--- config.mk ---
export PLATFORM = sky130hd
export DESIGN_NAME = wc_tile_seq
export DESIGN_NICKNAME = d
export VERILOG_FILES = /design/src/rtl/wc_tile_seq.sv
export SDC_FILE = /design/constraint.sdc
export NUM_CORES = 1
export LEC_CHECK = 0
export ABC_AREA = 1
export BUFFER_PORTS_ARGS = -buffer_cell sky130_fd_sc_hd__buf_2
export CORE_AREA = 4 4 141 143
export CTS_BUF_LIST = sky130_fd_sc_hd__clkbuf_4
export DETAILED_ROUTE_END_ITERATION = 6
export DIE_AREA = 0 0 145 147
export GPL_TIMING_DRIVEN = 0
export PLACE_DENSITY_LB_ADDON = 0.15
export SYNTH_ARGS = -nofsm -noshare
export SYNTH_HDL_FRONTEND = slang
export SYNTH_SLANG_ARGS = --single-unit
--- constraint.sdc ---
create_clock -name clk -period 2.6 [get_ports clk]
set_input_delay 0.26 -clock clk [delete_from_list [all_inputs] [get_ports clk]]
set_output_delay 0.26 -clock clk [all_outputs]
set_load 0.05 [all_outputs]
--- src/rtl/wc_tile_seq.sv ---
// wc_tile_seq: tile sequencer in front of the Winograd F(2,4) core.
// Collects a serial sample stream into overlapping 5-sample tiles (stride 2),
// drives each tile onto the core's D bus for the core latency, captures the
// two-word Z result and streams it out with an end-of-row marker.
//
// Ports
//   clk      rising-edge clock
//   rst      synchronous reset, active-high
//   s_valid  / s_ready / s_data    sample input handshake
//   wc_D     tile to core, slot k = wc_D[DW*k +: DW], slot 0 oldest
//   wc_Z     core result, out j = wc_Z[DW*j +: DW]
//   m_valid  / m_ready / m_data    result output handshake
//   m_last   final result of a row
//   busy     a row is in progress
//
// state | meaning
// FILL  | accepting samples into the sliding window
// ISSUE | tile held on wc_D while the core settles
// DRAIN | emitting the two captured results
module wc_tile_seq #(
   parameter int DW      = 10,
   parameter int ROW_LEN = 17,
   parameter int WC_LAT  = 2
) (
   input  logic              clk,
   input  logic              rst,
   input  logic              s_valid,
   output logic              s_ready,
   input  logic [DW-1:0]     s_data,
   output logic [5*DW-1:0]   wc_D,
   input  logic [2*DW-1:0]   wc_Z,
   output logic              m_valid,
   input  logic              m_ready,
   output logic [DW-1:0]     m_data,
   output logic              m_last,
   output logic              busy
);

   localparam int T  = (ROW_LEN - 3) / 2;
   localparam int TW = (T > 1) ? $clog2(T) : 1;
   localparam int LW = (WC_LAT > 0) ? $clog2(WC_LAT + 1) : 1;
   localparam logic [TW-1:0] T_LAST   = TW'(T - 1);
   localparam logic [LW-1:0] LAT_LAST = LW'(WC_LAT);

   typedef enum logic [1:0] {FILL, ISSUE, DRAIN} state_t;

   state_t            state_q, state_d;
   logic [2:0]        fill_cnt_q, fill_cnt_d;
   logic [TW-1:0]     tile_cnt_q, tile_cnt_d;
   logic [LW-1:0]     lat_cnt_q, lat_cnt_d;
   logic              drain_idx_q, drain_idx_d;
   logic [5*DW-1:0]   window_q, window_d;
   logic [5*DW-1:0]   wc_d_q, wc_d_d;
   logic [2*DW-1:0]   z_buf_q, z_buf_d;
   logic [5*DW-1:0]   window_shift;

   // Newest sample enters slot 4, everything else moves one slot older.
   assign window_shift = {s_data, window_q[5*DW-1:DW]};

   always_comb begin
      state_d     = state_q;
      fill_cnt_d  = fill_cnt_q;
      tile_cnt_d  = tile_cnt_q;
      lat_cnt_d   = lat_cnt_q;
      drain_idx_d = drain_idx_q;
      window_d    = window_q;
      wc_d_d      = wc_d_q;
      z_buf_d     = z_buf_q;

      s_ready = (state_q == FILL) && !rst;
      m_valid = (state_q == DRAIN);
      m_data  = '0;
      if (m_valid) begin
         m_data = drain_idx_q ? z_buf_q[DW +: DW] : z_buf_q[0 +: DW];
      end
      m_last  = m_valid && drain_idx_q && (tile_cnt_q == T_LAST);
      busy    = (state_q != FILL) || (fill_cnt_q != 3'd0);
      wc_D    = wc_d_q;

      case (state_q)
         FILL: begin
            if (s_valid && s_ready) begin
               window_d   = window_shift;
               fill_cnt_d = fill_cnt_q + 3'd1;
               if (fill_cnt_q == 3'd4) begin
                  // Present the completed tile from the first ISSUE cycle on.
                  wc_d_d    = window_shift;
                  lat_cnt_d = '0;
                  state_d   = ISSUE;
               end
            end
         end
         ISSUE: begin
            if (lat_cnt_q == LAT_LAST) begin
               z_buf_d     = wc_Z;
               drain_idx_d = 1'b0;
               state_d     = DRAIN;
            end else begin
               lat_cnt_d = lat_cnt_q + LW'(1);
            end
         end
         DRAIN: begin
            if (m_ready) begin
               if (!drain_idx_q) begin
                  drain_idx_d = 1'b1;
               end else begin
                  drain_idx_d = 1'b0;
                  state_d     = FILL;
                  if (tile_cnt_q != T_LAST) begin
                     // Keep the 3 newest samples; two more complete the next tile.
                     tile_cnt_d = tile_cnt_q + TW'(1);
                     fill_cnt_d = 3'd3;
                  end else begin
                     tile_cnt_d = '0;
                     fill_cnt_d = 3'd0;
                  end
               end
            end
         end
         default: state_d = FILL;
      endcase
   end

   always_ff @(posedge clk) begin
      if (rst) begin
         state_q     <= FILL;
         fill_cnt_q  <= '0;
         tile_cnt_q  <= '0;
         lat_cnt_q   <= '0;
         drain_idx_q <= 1'b0;
         window_q    <= '0;
         wc_d_q      <= '0;
         z_buf_q     <= '0;
      end else begin
         state_q     <= state_d;
         fill_cnt_q  <= fill_cnt_d;
         tile_cnt_q  <= tile_cnt_d;
         lat_cnt_q   <= lat_cnt_d;
         drain_idx_q <= drain_idx_d;
         window_q    <= window_d;
         wc_d_q      <= wc_d_d;
         z_buf_q     <= z_buf_d;
      end
   end

endmodule

==> reports/summary.md <==
## Outcome
* status: completed

## Global route
* via count of the first global-routing pass: 4232
* antenna violations before repair: 0
* global-route total usage across every layer: 12.8%
* global-route congestion overflow total: 0
* largest net degree at the start of global routing: 17
* global-route wire length before repair: 21800 um

## Floorplan
* number of top-level pins: 98
* Horiz. Die Dim: 145 um
* die boundary height: 147 um
* site row count: 50
* Core Area: 18600 um^2
* floorplan die area: 21300 um^2
* effective utilization at floorplan: 25.7%

## Route
* via/cell ratio: 4.20
* wire length per cell after detailed routing: 12.8 um
* drt initial violations: 208
* drt pass-1 iters: 4
* count of unresolved DRC violations after routing: 0
* number of vias in the routed layout: 4393
* post-route antenna net violation count: 0
* wirelength, routed: 13400 um

## Power and ir drop
* total power draw: 0.00340 W
* worst-case vdd ir drop: 0.229 mV
* internal power summed over all cells: 0.00246 W
* Pwr per Cell Area: 554 nW/um^2
* Reg power frac: 56.3%
* Pleak: 2.95 nW
* Comb pwr share: 6.9%
* switching power total: 0.000940 W
* switching part of the total power: 27.7%
* clock network fraction of total power: 36.8%

## Critical path
* data arrival time of the critical path: 2.05 ns
* worst-path fanout max: 10
* category of the worst setup path launch point: flop
* Crit. End Element: primary output
* crit path kind: reg2out
* required time at the worst-slack endpoint: 2.34 ns

## STA
* measured slew at the worst slew-check pin: 0.532 ns
* Slew Viols, Final: 0
* worst-case clock skew: 0.0164 ns
* Setup TNS Final: 0 ns
* unrepaired setup endpoints after global routing: no
* fmax: 0.432 GHz
* share of the clock period used by the worst path: 89.0%
* Final Hold Viols: 0
* final number of setup-violating endpoints: 0
* worst slew margin relative to its limit: 64.5%
* final critical delay including setup and external delays: 2.31 ns

## Yosys
* yosys synthesis warning count: 0
* synth top area cells: sky130_fd_sc_hd__dfxtp_1, sky130_fd_sc_hd__nand2_1, sky130_fd_sc_hd__inv_1, sky130_fd_sc_hd__nor2_1, sky130_fd_sc_hd__o21ai_0
* number of instances in the synthesized netlist: 650
* Distinct cells, synth: 26
* cell type with the largest total area after synthesis: sky130_fd_sc_hd__dfxtp_1
* Yosys top cell area share: 50.8%
* syn nets: 687
* sequential fraction of the synthesis area: 50.8%
* FF+latch count, synth: 121
* largest family of logic cells by synthesized area: simple AND/OR/NAND/NOR gates
* post-synthesis async set-or-reset flop share: 0%
* post-synthesis share of cell area spent on and, or, nand and nor gates: 24.3%
* total standard cell area after synthesis: 4770 um^2
* average instance area after synthesis: 7.34 um^2
* most instantiated flip-flop cell in the synthesis netlist: sky130_fd_sc_hd__dfxtp_1
* multiplexer share of the synthesized area: 0%
* number of synthesized flops with an enable pin: 0
* arithmetic-cell share of the synthesized area counting full adders, half adders and majority gates: 0.787%
* share of the synthesized area in compound gates (AO/OA/AOI/OAI): 12.4%
* xor and xnor area share after synthesis: 0%

## Finish
* number of cells in the finished layout apart from fillers: 1045
* commonest cells after routing, fill and taps aside: sky130_fd_sc_hd__nand2_1, sky130_fd_sc_hd__dfxtp_1, sky130_fd_sc_hd__buf_2
* final core occ: 33.0%
* number of fillers in the final layout: 2047
* most frequent standard cell in the layout excluding fill and tap cells: sky130_fd_sc_hd__nand2_1
* net total in the final layout: 835
* growth of design area from synthesis to finish: 28.5%
* area used by sequential logic in the layout: 2420 um^2
* share of cells above drive strength 1: 20.5%
* area of the multi-input gates: 1790 um^2
* Inserted Diodes: 0

## Clocking
* clock transition at the register clock pins on the worst setup and hold paths after CTS: 0.11 ns
* Post-CTS Setup Bufs: 0
* # clock sinks: 121
* maximum level of the CTS H-tree: 4
* insertion delay of the later-clocked pin in the worst-skew pair: 0.54 ns
* clock tree root driver cell: sky130_fd_sc_hd__clkbuf_4
* cts bufs inserted: 17
* Max Buffers Root-to-Sink: 2
* TritonCTS clock tree: done

## Job
* number of max-capacitance violations reported: 0

## Place
* final weighted congestion in routability-driven placement: 0.736
* number of port buffers: 96
* sum of net half-perimeters after detailed placement: 9900 um
* number of placed instances with taps included: 980

## Hold path
* Hold Path Class: in2reg

## worst max-delay path: stages (launching register included)
cell                      delay (ns)
sky130_fd_sc_hd__dfxtp_2        0.42
sky130_fd_sc_hd__inv_2          0.08
sky130_fd_sc_hd__nor2_4         0.25
sky130_fd_sc_hd__nand2_1        0.11
sky130_fd_sc_hd__buf_2          0.21
sky130_fd_sc_hd__o22ai_1        0.16
sky130_fd_sc_hd__buf_2          0.30
## worst paths after layout
| check | from | endpoint | slack, ns | cells past startpoint |
|---|---|---|---|---|
| worst max-delay path | state_q[1]$_SDFFE_PP0P_ | m_data[8] | 0.29 | 6 |
| worst min-delay path | s_valid | window_q[49]$_SDFFE_PP0P_ | 0.23 | 4 |
| worst max register to register | lat_cnt_q[0]$_SDFFE_PP0P_ | state_q[1]$_SDFFE_PP0P_ | 0.75 | 6 |
| worst min register to register | z_buf_q[15]$_SDFFE_PP0P_ | z_buf_q[15]$_SDFFE_PP0P_ | 0.46 | 2 |
## power by group through the flow
stage / clock network (W) / logic [W] / registers, W
global route: 0.00140 / 0.000265 / 0.00192
floorplan: 0 / 0.000119 / 0.00195
finish: 0.00125 / 0.000235 / 0.00191
global placement: 0 / 0.000203 / 0.00196
CTS: 0.00131 / 0.000238 / 0.00191
detailed placement: 0 / 0.000202 / 0.00196
## cells by family after synthesis
family,count (synthesis)
and+or+nand+nor,276
AOI/OAI and AO/OA,115
DFF,121
buffers and inverters,135
adders and majority gates,3
## state kept, by name (all words and copies together) (netlist names)
name	count
window_q	40
fill_cnt_q	3
z_buf_q	20
drain_idx_q	1
tile_cnt_q	3
wc_D	50
state_q	2
lat_cnt_q	2
## layer usage
layer / routed length (um) / track usage, % / up-vias
li1: - / - / 2330
met1: 6260 / 16.0 / 1951
met2: 6300 / 21.5 / 97
met3: 647 / 3.67 / 15
met4: 194 / 4.18 / 0
met5: 0 / 0 / -
## area by class of cell
type,instances,area share (%)
multi-input cells,394,29.1
repair buffers,129,13.2
clock buffers,17,2.08
well taps,234,4.77
flip-flops and latches,121,39.5
clock inverters,15,2.10
plain buffers,37,3.18
inverters,98,6.00
## stage by stage
stage | worst slack, ns | cell area (um^2) | hold WS (ns)
after floorplan | 0.369 | 4770 | 0.373
after global placement | 0.740 | 5550 | 0.444
after detailed placement | 0.755 | 5550 | 0.446
after CTS | 0.121 | 6130 | 0.189
after global routing | 0.0675 | 6130 | 0.228
final | 0.286 | 6130 | 0.232
## cell usage after synthesis, types with 4 or more instances
cell and n:
sky130_fd_sc_hd__o21ai_0 52, sky130_fd_sc_hd__inv_1 95, sky130_fd_sc_hd__o22ai_1 10, sky130_fd_sc_hd__o21ai_1 15, sky130_fd_sc_hd__a21oi_1 37, sky130_fd_sc_hd__nor2_1 94, sky130_fd_sc_hd__buf_1 4, sky130_fd_sc_hd__nand2_1 128
sky130_fd_sc_hd__dfxtp_1 121, sky130_fd_sc_hd__nand3_1 42, sky130_fd_sc_hd__buf_2 19, sky130_fd_sc_hd__clkbuf_1 7
## repair_timing
action / CTS / global route
hold buffers: 33 / 0
endpoints found under the setup margin: 0 / 9
gates resized for setup: 0 / 1
endpoints found under the hold margin: 36 / 0
Note: power is estimated with default switching activity, not from simulation.
